File: src/rtl/seq_pattern_scheduler.sv
// Round-robin scheduler that shares one serial pattern output among NUM_REQ requesters.
// Optional feature macro: SEQ_SCHED_PARITY_EN appends an even-parity bit to every frame.
module seq_pattern_scheduler #(
    parameter int NUM_REQ = 4,
    parameter int PAT_W   = 9,
    parameter int REP_W   = 4
) (
    input  logic                       clk,
    input  logic                       rst,
    input  logic [NUM_REQ-1:0]         req,
    input  logic [NUM_REQ*PAT_W-1:0]   pattern_in,
    input  logic [NUM_REQ*REP_W-1:0]   reps_in,
    output logic [NUM_REQ-1:0]         grant,
    output logic                       busy,
    output logic                       serial_out,
    output logic                       bit_valid,
    output logic                       frame_done,
    output logic                       burst_done,
    output logic [$clog2(NUM_REQ)-1:0] owner_id,
    output logic [1:0]                 state_out
);

    localparam int ID_W = $clog2(NUM_REQ);
`ifdef SEQ_SCHED_PARITY_EN
    localparam int FRAME_LEN = PAT_W + 1;
`else
    localparam int FRAME_LEN = PAT_W;
`endif
    localparam int CNT_W = $clog2(FRAME_LEN + 1);

    typedef enum logic [1:0] {
        ST_IDLE = 2'd0,
        ST_SEND = 2'd1,
        ST_GAP  = 2'd2
    } state_t;

`ifdef SEQ_SCHED_PARITY_EN
    function automatic logic even_parity(input logic [PAT_W-1:0] v);
        return ^v;
    endfunction
`endif

    state_t               state_q, state_d;
    logic [ID_W-1:0]      rr_q, rr_d;
    logic [PAT_W-1:0]     pat_q, pat_d;
    logic [PAT_W-1:0]     shreg_q, shreg_d;
    logic [REP_W-1:0]     reps_q, reps_d;
    logic [REP_W-1:0]     rep_cnt_q, rep_cnt_d;
    logic [CNT_W-1:0]     bit_cnt_q, bit_cnt_d;
    logic [NUM_REQ-1:0]   grant_q, grant_d;
    logic                 busy_q, busy_d;
    logic                 serial_q, serial_d;
    logic                 valid_q, valid_d;
    logic                 fd_q, fd_d;
    logic                 bd_q, bd_d;
    logic [ID_W-1:0]      owner_q, owner_d;

    logic                 win_found_s;
    logic [ID_W-1:0]      win_idx_s;
    logic [ID_W-1:0]      cand_s;
    logic [PAT_W-1:0]     win_pat_s;
    logic [REP_W-1:0]     win_reps_s;
    logic                 last_rep_s;

    // Round-robin search starting just after the previous owner.
    always_comb begin
        win_found_s = 1'b0;
        win_idx_s   = '0;
        cand_s      = '0;
        for (int k = 1; k <= NUM_REQ; k++) begin
            cand_s = ID_W'((int'(rr_q) + k) % NUM_REQ);
            if (!win_found_s && req[cand_s]) begin
                win_found_s = 1'b1;
                win_idx_s   = cand_s;
            end else begin
                win_found_s = win_found_s;
            end
        end
    end

    assign win_pat_s  = pattern_in[win_idx_s*PAT_W +: PAT_W];
    assign win_reps_s = reps_in[win_idx_s*REP_W +: REP_W];
    assign last_rep_s = (rep_cnt_q == reps_q - REP_W'(1));

    // Next-state and next-output logic; outputs are precomputed so they leave registers.
    always_comb begin
        state_d   = state_q;
        rr_d      = rr_q;
        pat_d     = pat_q;
        shreg_d   = shreg_q;
        reps_d    = reps_q;
        rep_cnt_d = rep_cnt_q;
        bit_cnt_d = bit_cnt_q;
        owner_d   = owner_q;
        grant_d   = '0;
        busy_d    = 1'b0;
        serial_d  = 1'b0;
        valid_d   = 1'b0;
        fd_d      = 1'b0;
        bd_d      = 1'b0;
        case (state_q)
            ST_IDLE: begin
                if (win_found_s) begin
                    state_d   = ST_SEND;
                    rr_d      = win_idx_s;
                    owner_d   = win_idx_s;
                    pat_d     = win_pat_s;
                    shreg_d   = {win_pat_s[PAT_W-2:0], 1'b0};
                    reps_d    = (win_reps_s == '0) ? REP_W'(1) : win_reps_s;
                    rep_cnt_d = '0;
                    bit_cnt_d = '0;
                    grant_d   = NUM_REQ'(1) << win_idx_s;
                    busy_d    = 1'b1;
                    serial_d  = win_pat_s[PAT_W-1];
                    valid_d   = 1'b1;
                end else begin
                    state_d = ST_IDLE;
                end
            end
            ST_SEND: begin
                busy_d = 1'b1;
                if (bit_cnt_q == CNT_W'(FRAME_LEN - 1)) begin
                    if (!last_rep_s) begin
                        // Back-to-back frame: no idle bit between repeats.
                        shreg_d   = {pat_q[PAT_W-2:0], 1'b0};
                        serial_d  = pat_q[PAT_W-1];
                        valid_d   = 1'b1;
                        bit_cnt_d = '0;
                        rep_cnt_d = rep_cnt_q + REP_W'(1);
                    end else begin
                        state_d = ST_GAP;
                    end
                end else begin
                    valid_d   = 1'b1;
                    bit_cnt_d = bit_cnt_q + CNT_W'(1);
                    fd_d      = (bit_cnt_q == CNT_W'(FRAME_LEN - 2));
                    bd_d      = (bit_cnt_q == CNT_W'(FRAME_LEN - 2)) && last_rep_s;
`ifdef SEQ_SCHED_PARITY_EN
                    if (bit_cnt_q == CNT_W'(PAT_W - 1)) begin
                        serial_d = even_parity(pat_q);
                    end else begin
                        serial_d = shreg_q[PAT_W-1];
                        shreg_d  = {shreg_q[PAT_W-2:0], 1'b0};
                    end
`else
                    serial_d = shreg_q[PAT_W-1];
                    shreg_d  = {shreg_q[PAT_W-2:0], 1'b0};
`endif
                end
            end
            ST_GAP: begin
                state_d = ST_IDLE;
            end
            default: begin
                state_d = ST_IDLE;
            end
        endcase
    end

    // State, datapath and output registers.
    always_ff @(posedge clk or posedge rst) begin
        if (rst) begin
            state_q   <= ST_IDLE;
            rr_q      <= ID_W'(NUM_REQ - 1);
            pat_q     <= '0;
            shreg_q   <= '0;
            reps_q    <= '0;
            rep_cnt_q <= '0;
            bit_cnt_q <= '0;
            owner_q   <= '0;
            grant_q   <= '0;
            busy_q    <= 1'b0;
            serial_q  <= 1'b0;
            valid_q   <= 1'b0;
            fd_q      <= 1'b0;
            bd_q      <= 1'b0;
        end else begin
            state_q   <= state_d;
            rr_q      <= rr_d;
            pat_q     <= pat_d;
            shreg_q   <= shreg_d;
            reps_q    <= reps_d;
            rep_cnt_q <= rep_cnt_d;
            bit_cnt_q <= bit_cnt_d;
            owner_q   <= owner_d;
            grant_q   <= grant_d;
            busy_q    <= busy_d;
            serial_q  <= serial_d;
            valid_q   <= valid_d;
            fd_q      <= fd_d;
            bd_q      <= bd_d;
        end
    end

    assign grant      = grant_q;
    assign busy       = busy_q;
    assign serial_out = serial_q;
    assign bit_valid  = valid_q;
    assign frame_done = fd_q;
    assign burst_done = bd_q;
    assign owner_id   = owner_q;
    assign state_out  = state_q;

endmodule

File: config.mk
export PLATFORM = sky130hd
export DESIGN_NAME = seq_pattern_scheduler
export DESIGN_NICKNAME = d
export VERILOG_FILES = /design/src/rtl/seq_pattern_scheduler.sv
export SDC_FILE = /design/constraint.sdc
export NUM_CORES = 1
export LEC_CHECK = 0
export CAP_MARGIN = 5
export CORE_MARGIN = 4
export CORE_UTILIZATION = 45
export DETAILED_ROUTE_END_ITERATION = 8
export DONT_BUFFER_PORTS = 1
export GPL_TIMING_DRIVEN = 1
export SETUP_SLACK_MARGIN = 0.05
export SLEW_MARGIN = 20
export SYNTH_ARGS = -nofsm -noshare
export SYNTH_HDL_FRONTEND = slang
export SYNTH_SLANG_ARGS = --single-unit
File: constraint.sdc
create_clock -name clk -period 4.6 [get_ports clk]
set_input_delay 0.92 -clock clk [delete_from_list [all_inputs] [get_ports clk]]
set_output_delay 0.92 -clock clk [all_outputs]
set_load 0.005 [all_outputs]
==> out/qor.log <==
[outcome] result of the run completed
[timing] headroom to the max-slew limit 29.0%
[synthesis] asr flop ratio synth 100%
[worst_setup_path] cell type of the slowest stage on the worst timing path sky130_fd_sc_hd__o21ai_2
[worst_setup_path] logic depth of the worst register-to-register path 8
[synthesis] sequential share of the synthesized area 43.4%
[min_path] Hold Path Class reg -> reg
[placed_design] port bufs 0
[worst_setup_path] critical path endpoint category register
[global_routing] wire length of the first global-routing pass 9.01 mm
[detailed_routing] violation count after the first detailed-routing iteration 139
[timing] Worst Slack Setup Final 2.05 ns
[pwr] cell area power density 614 nW/um2
[timing] Hold Violations, Final 0
[synthesis] dominant synthesized flop cell sky130_fd_sc_hd__dfrtp_1
[cts] clock buffer count from CTS 5
[pwr] static leakage 1.29 nW
[job] maxcap violations 0
[cts] sinks on the clock net 44
[cts] CTS-repair resized insts 0
[die] Die Footprint 6920 um2
[placed_design] Post-DP Area 2560 um2
[final_layout] Filler Cell Count 530
[die] Die Ht 83.2 um
[synthesis] netlist area before placement 2540 um2
[final_layout] layout overhead on the synthesized area 5.56%
[final_layout] most used cells in the layout excluding fill and tap cells sky130_fd_sc_hd__nand2_1 (67), sky130_fd_sc_hd__dfrtp_1 (42), sky130_fd_sc_hd__mux2i_1 (37)
[timing] sum of negative setup slack 0 ns
[global_routing] number of antenna violations at the first check in global routing 0
[pwr] maximum vdd drop 0.233 mV
[timing] number of endpoints failing setup at the final stage 0
[detailed_routing] number of vias per cell after detailed routing 5.54
[synthesis] number of enable-type register cells in the synthesized netlist 0
[placed_design] routability congestion estimate 0.781
[placed_design] DP Worst Slack 1.83 ns
[global_routing] met3 global-route usage 3.57%
[global_routing] final global-route overflow total 0
[detailed_routing] WL per Instance 15.9 um
[final_layout] share of layout cells above drive strength 1 7.43%
[cts] hold-fix buffers at CTS 0
[synthesis] Yosys cell types 43
[timing] unrepaired setup endpoints after global routing no
[synthesis] cell type contributing the most total cell area after synthesis sky130_fd_sc_hd__dfrtp_1
[cts] clock tree from TritonCTS yes
[timing] Tmin final 2.55 ns
[detailed_routing] number of detailed-routing iterations run before antenna repair 4
[die] Die Wd 83.2 um
[final_layout] cell area after layout 2690 um2
[cts] Reg clk slew, reported paths 0.08 ns
[cts] setup repair bufs after CTS 0
[synthesis] Net Count, Synth 337
[final_layout] total inserted antenna cells 0
[cts] Clk Latency, worst-skew pair 0.29 ns
[global_routing] via count of the first global-routing pass 1887
[worst_setup_path] maximum fanout encountered on the critical timing path 21
[timing] number of max-slew violations in the final report 0
[detailed_routing] overall routed net length 5.44 mm
[timing] slew at the pin closest to its max-slew limit 1.06 ns
[synthesis] top area cells in the synthesized netlist sky130_fd_sc_hd__dfrtp_1 (41%), sky130_fd_sc_hd__mux2i_1 (15%), sky130_fd_sc_hd__nand2_1 (9.9%), sky130_fd_sc_hd__o21ai_0 (4.3%), sky130_fd_sc_hd__dfstp_2 (2.1%)
[synthesis] mean cell area of the mapped netlist 9.25 um2
[synthesis] Warnings, synthesis 0
[synthesis] Syn Inst Count 275
[min_path] hold depth 2
[worst_setup_path] data arrival time of the critical path 2.74 ns
[die] initial cell density of the core 46.2%
[worst_setup_path] worst stage delay on the critical path 0.76 ns
[global_routing] most heavily used metal layer in global routing met2
[timing] Fin Clk Skew 0.00326 ns
[die] core outline area 5510 um2
[global_routing] global-route total usage across every layer 15.8%
[synthesis] flip-flop and latch count after synthesis 44
[worst_setup_path] critical path cell sequence inv_1 -> ha_1 -> xor2_1 -> xnor2_1 -> nand4_1 -> o21ai_2 -> nor3b_1 -> o21a_1
[cts] H-tree depth 2
[worst_setup_path] CP startpoint kind register
[worst_setup_path] Required @ worst endpoint 4.79 ns
[synthesis] share of Yosys cell area claimed by the top area cell type 41.3%
[worst_setup_path] kind of critical path reg -> reg
[timing] fin crit share 55.5%
[die] row count 27
[global_routing] maximum number of pins on one net before global-route repair 45
[detailed_routing] total number of vias 1889
[placed_design] Post-DP HPWL 3.89 mm
[global_routing] met1 track demand over resource 20.2%
[detailed_routing] remaining number of nets flagged by the antenna check after routing 0
[timing] f_max 392 MHz
[final_layout] final layout net count 330
[die] count of pins on the block boundary 71
[cts] CTS Buffer Depth 2
[global_routing] met2 track demand over resource in global routing 26.7%
[cts] buffer type at the clock tree root sky130_fd_sc_hd__clkbuf_8
[final_layout] most frequent standard cell in the layout excluding fill and tap cells sky130_fd_sc_hd__nand2_1
[detailed_routing] Residual DRC 0
==> cell families (layout without fill, tap and decap cells) <==
group                    Yosys count  in the layout  synth area share [%]
AND/OR/NAND/NOR                  108            108                  18.9
AO/OA/AOI/OAI                     45             45                  11.8
multiplexers                      40             40                  16.0
flip-flops                        44             44                  43.4
buffers and inverters             25             19                  4.87
adder cells (fa/ha/maj)            4              4                  1.97
XOR/XNOR                           9              9                  3.10
==> cell usage after synthesis, drive strengths merged (2+ instances only) <==
master and n:
xnor2 3, dfrtp 42, xor2 6, dfstp 2, clkbuf 7, o21a 3, nor2 8, nand2b 2
nor2b 3, and3 2, o21ai 22, ha 4, and3b 2, nor3b 4, nor3 4, mux2i 37
mux2 3, nand3 10, a21boi 2, nand2 67, inv 10, o211ai 4, nand4 2, buf 8
a21oi 6
==> sequential cells by signal (all words and copies together), names as in the netlist <==
signal      cells
bit_cnt_q       4
bit_valid       1
burst_done      1
busy            1
frame_done      1
grant           4
owner_id        2
pat_q           9
rep_cnt_q       4
reps_q          4
rr_q            2
serial_out      1
shreg_q         8
state_out       2
==> per-layer routing <==
| layer | part of all wire [%] | vias to the layer above |
|---|---|---|
| li1 | - | 927 |
| met1 | 44 | 894 |
| met2 | 49 | 62 |
| met3 | 5.1 | 6 |
| met4 | 1.0 | 0 |
| met5 | 0 | - |
==> area by class of cell <==
| class | instances | area [um2] | share of cell area [%] |
|---|---|---|---|
| clock buffer | 7 | 96.3 | 3.59 |
| clock inverter | 1 | 30.0 | 1.12 |
| inverter | 10 | 37.5 | 1.40 |
| multi-input combinational | 206 | 1320 | 49.2 |
| sequential | 44 | 1100 | 41.1 |
| tap | 72 | 90.1 | 3.35 |
| timing repair buffer | 1 | 7.51 | 0.279 |
==> critical path, delay by kind of cell (launching register included) <==
kind	cells	cell delay, ns
simple gates	2	0.53
flops	1	0.39
compound gates	2	0.95
buf+inv	1	0.07
fa+ha+maj	1	0.20
xor+xnor	2	0.31
==> metrics by stage <==
stage                     util (%)  power [mW]  instances  hold slack [ns]
final                         48.8        1.65        341            0.482
after global routing          48.8        1.80        341            0.506
after CTS                     48.8        1.67        341            0.484
after detailed placement      46.5        1.34        333            0.463
after global placement        46.4        1.32        333            0.452
after floorplan                  -        1.23        275            0.438
==> path summary, 6_finish.rpt <==
check                      slack, ns                       end                   from
setup / recovery                2.05  bit_cnt_q[2]$_DFFE_PP0P_  reps_q[0]$_DFFE_PP0P_
hold / removal                  0.48      pat_q[2]$_DFFE_PP0P_   pat_q[2]$_DFFE_PP0P_
setup reg to reg                2.05  bit_cnt_q[2]$_DFFE_PP0P_  reps_q[0]$_DFFE_PP0P_
hold reg to reg                 0.48      pat_q[2]$_DFFE_PP0P_   pat_q[2]$_DFFE_PP0P_
max in group asynchronous       3.33  bit_cnt_q[1]$_DFFE_PP0P_                    rst
min in group asynchronous       0.70     reps_q[2]$_DFFE_PP0P_                    rst
==> power breakdown <==
group / switching, mW / internal [mW] / leakage, nW
Clock: 0.131 / 0.192 / 0.0645
Combinational: 0.362 / 0.306 / 0.682
Sequential: 0.119 / 0.539 / 0.540
Note: power is estimated with default switching activity, not from simulation.
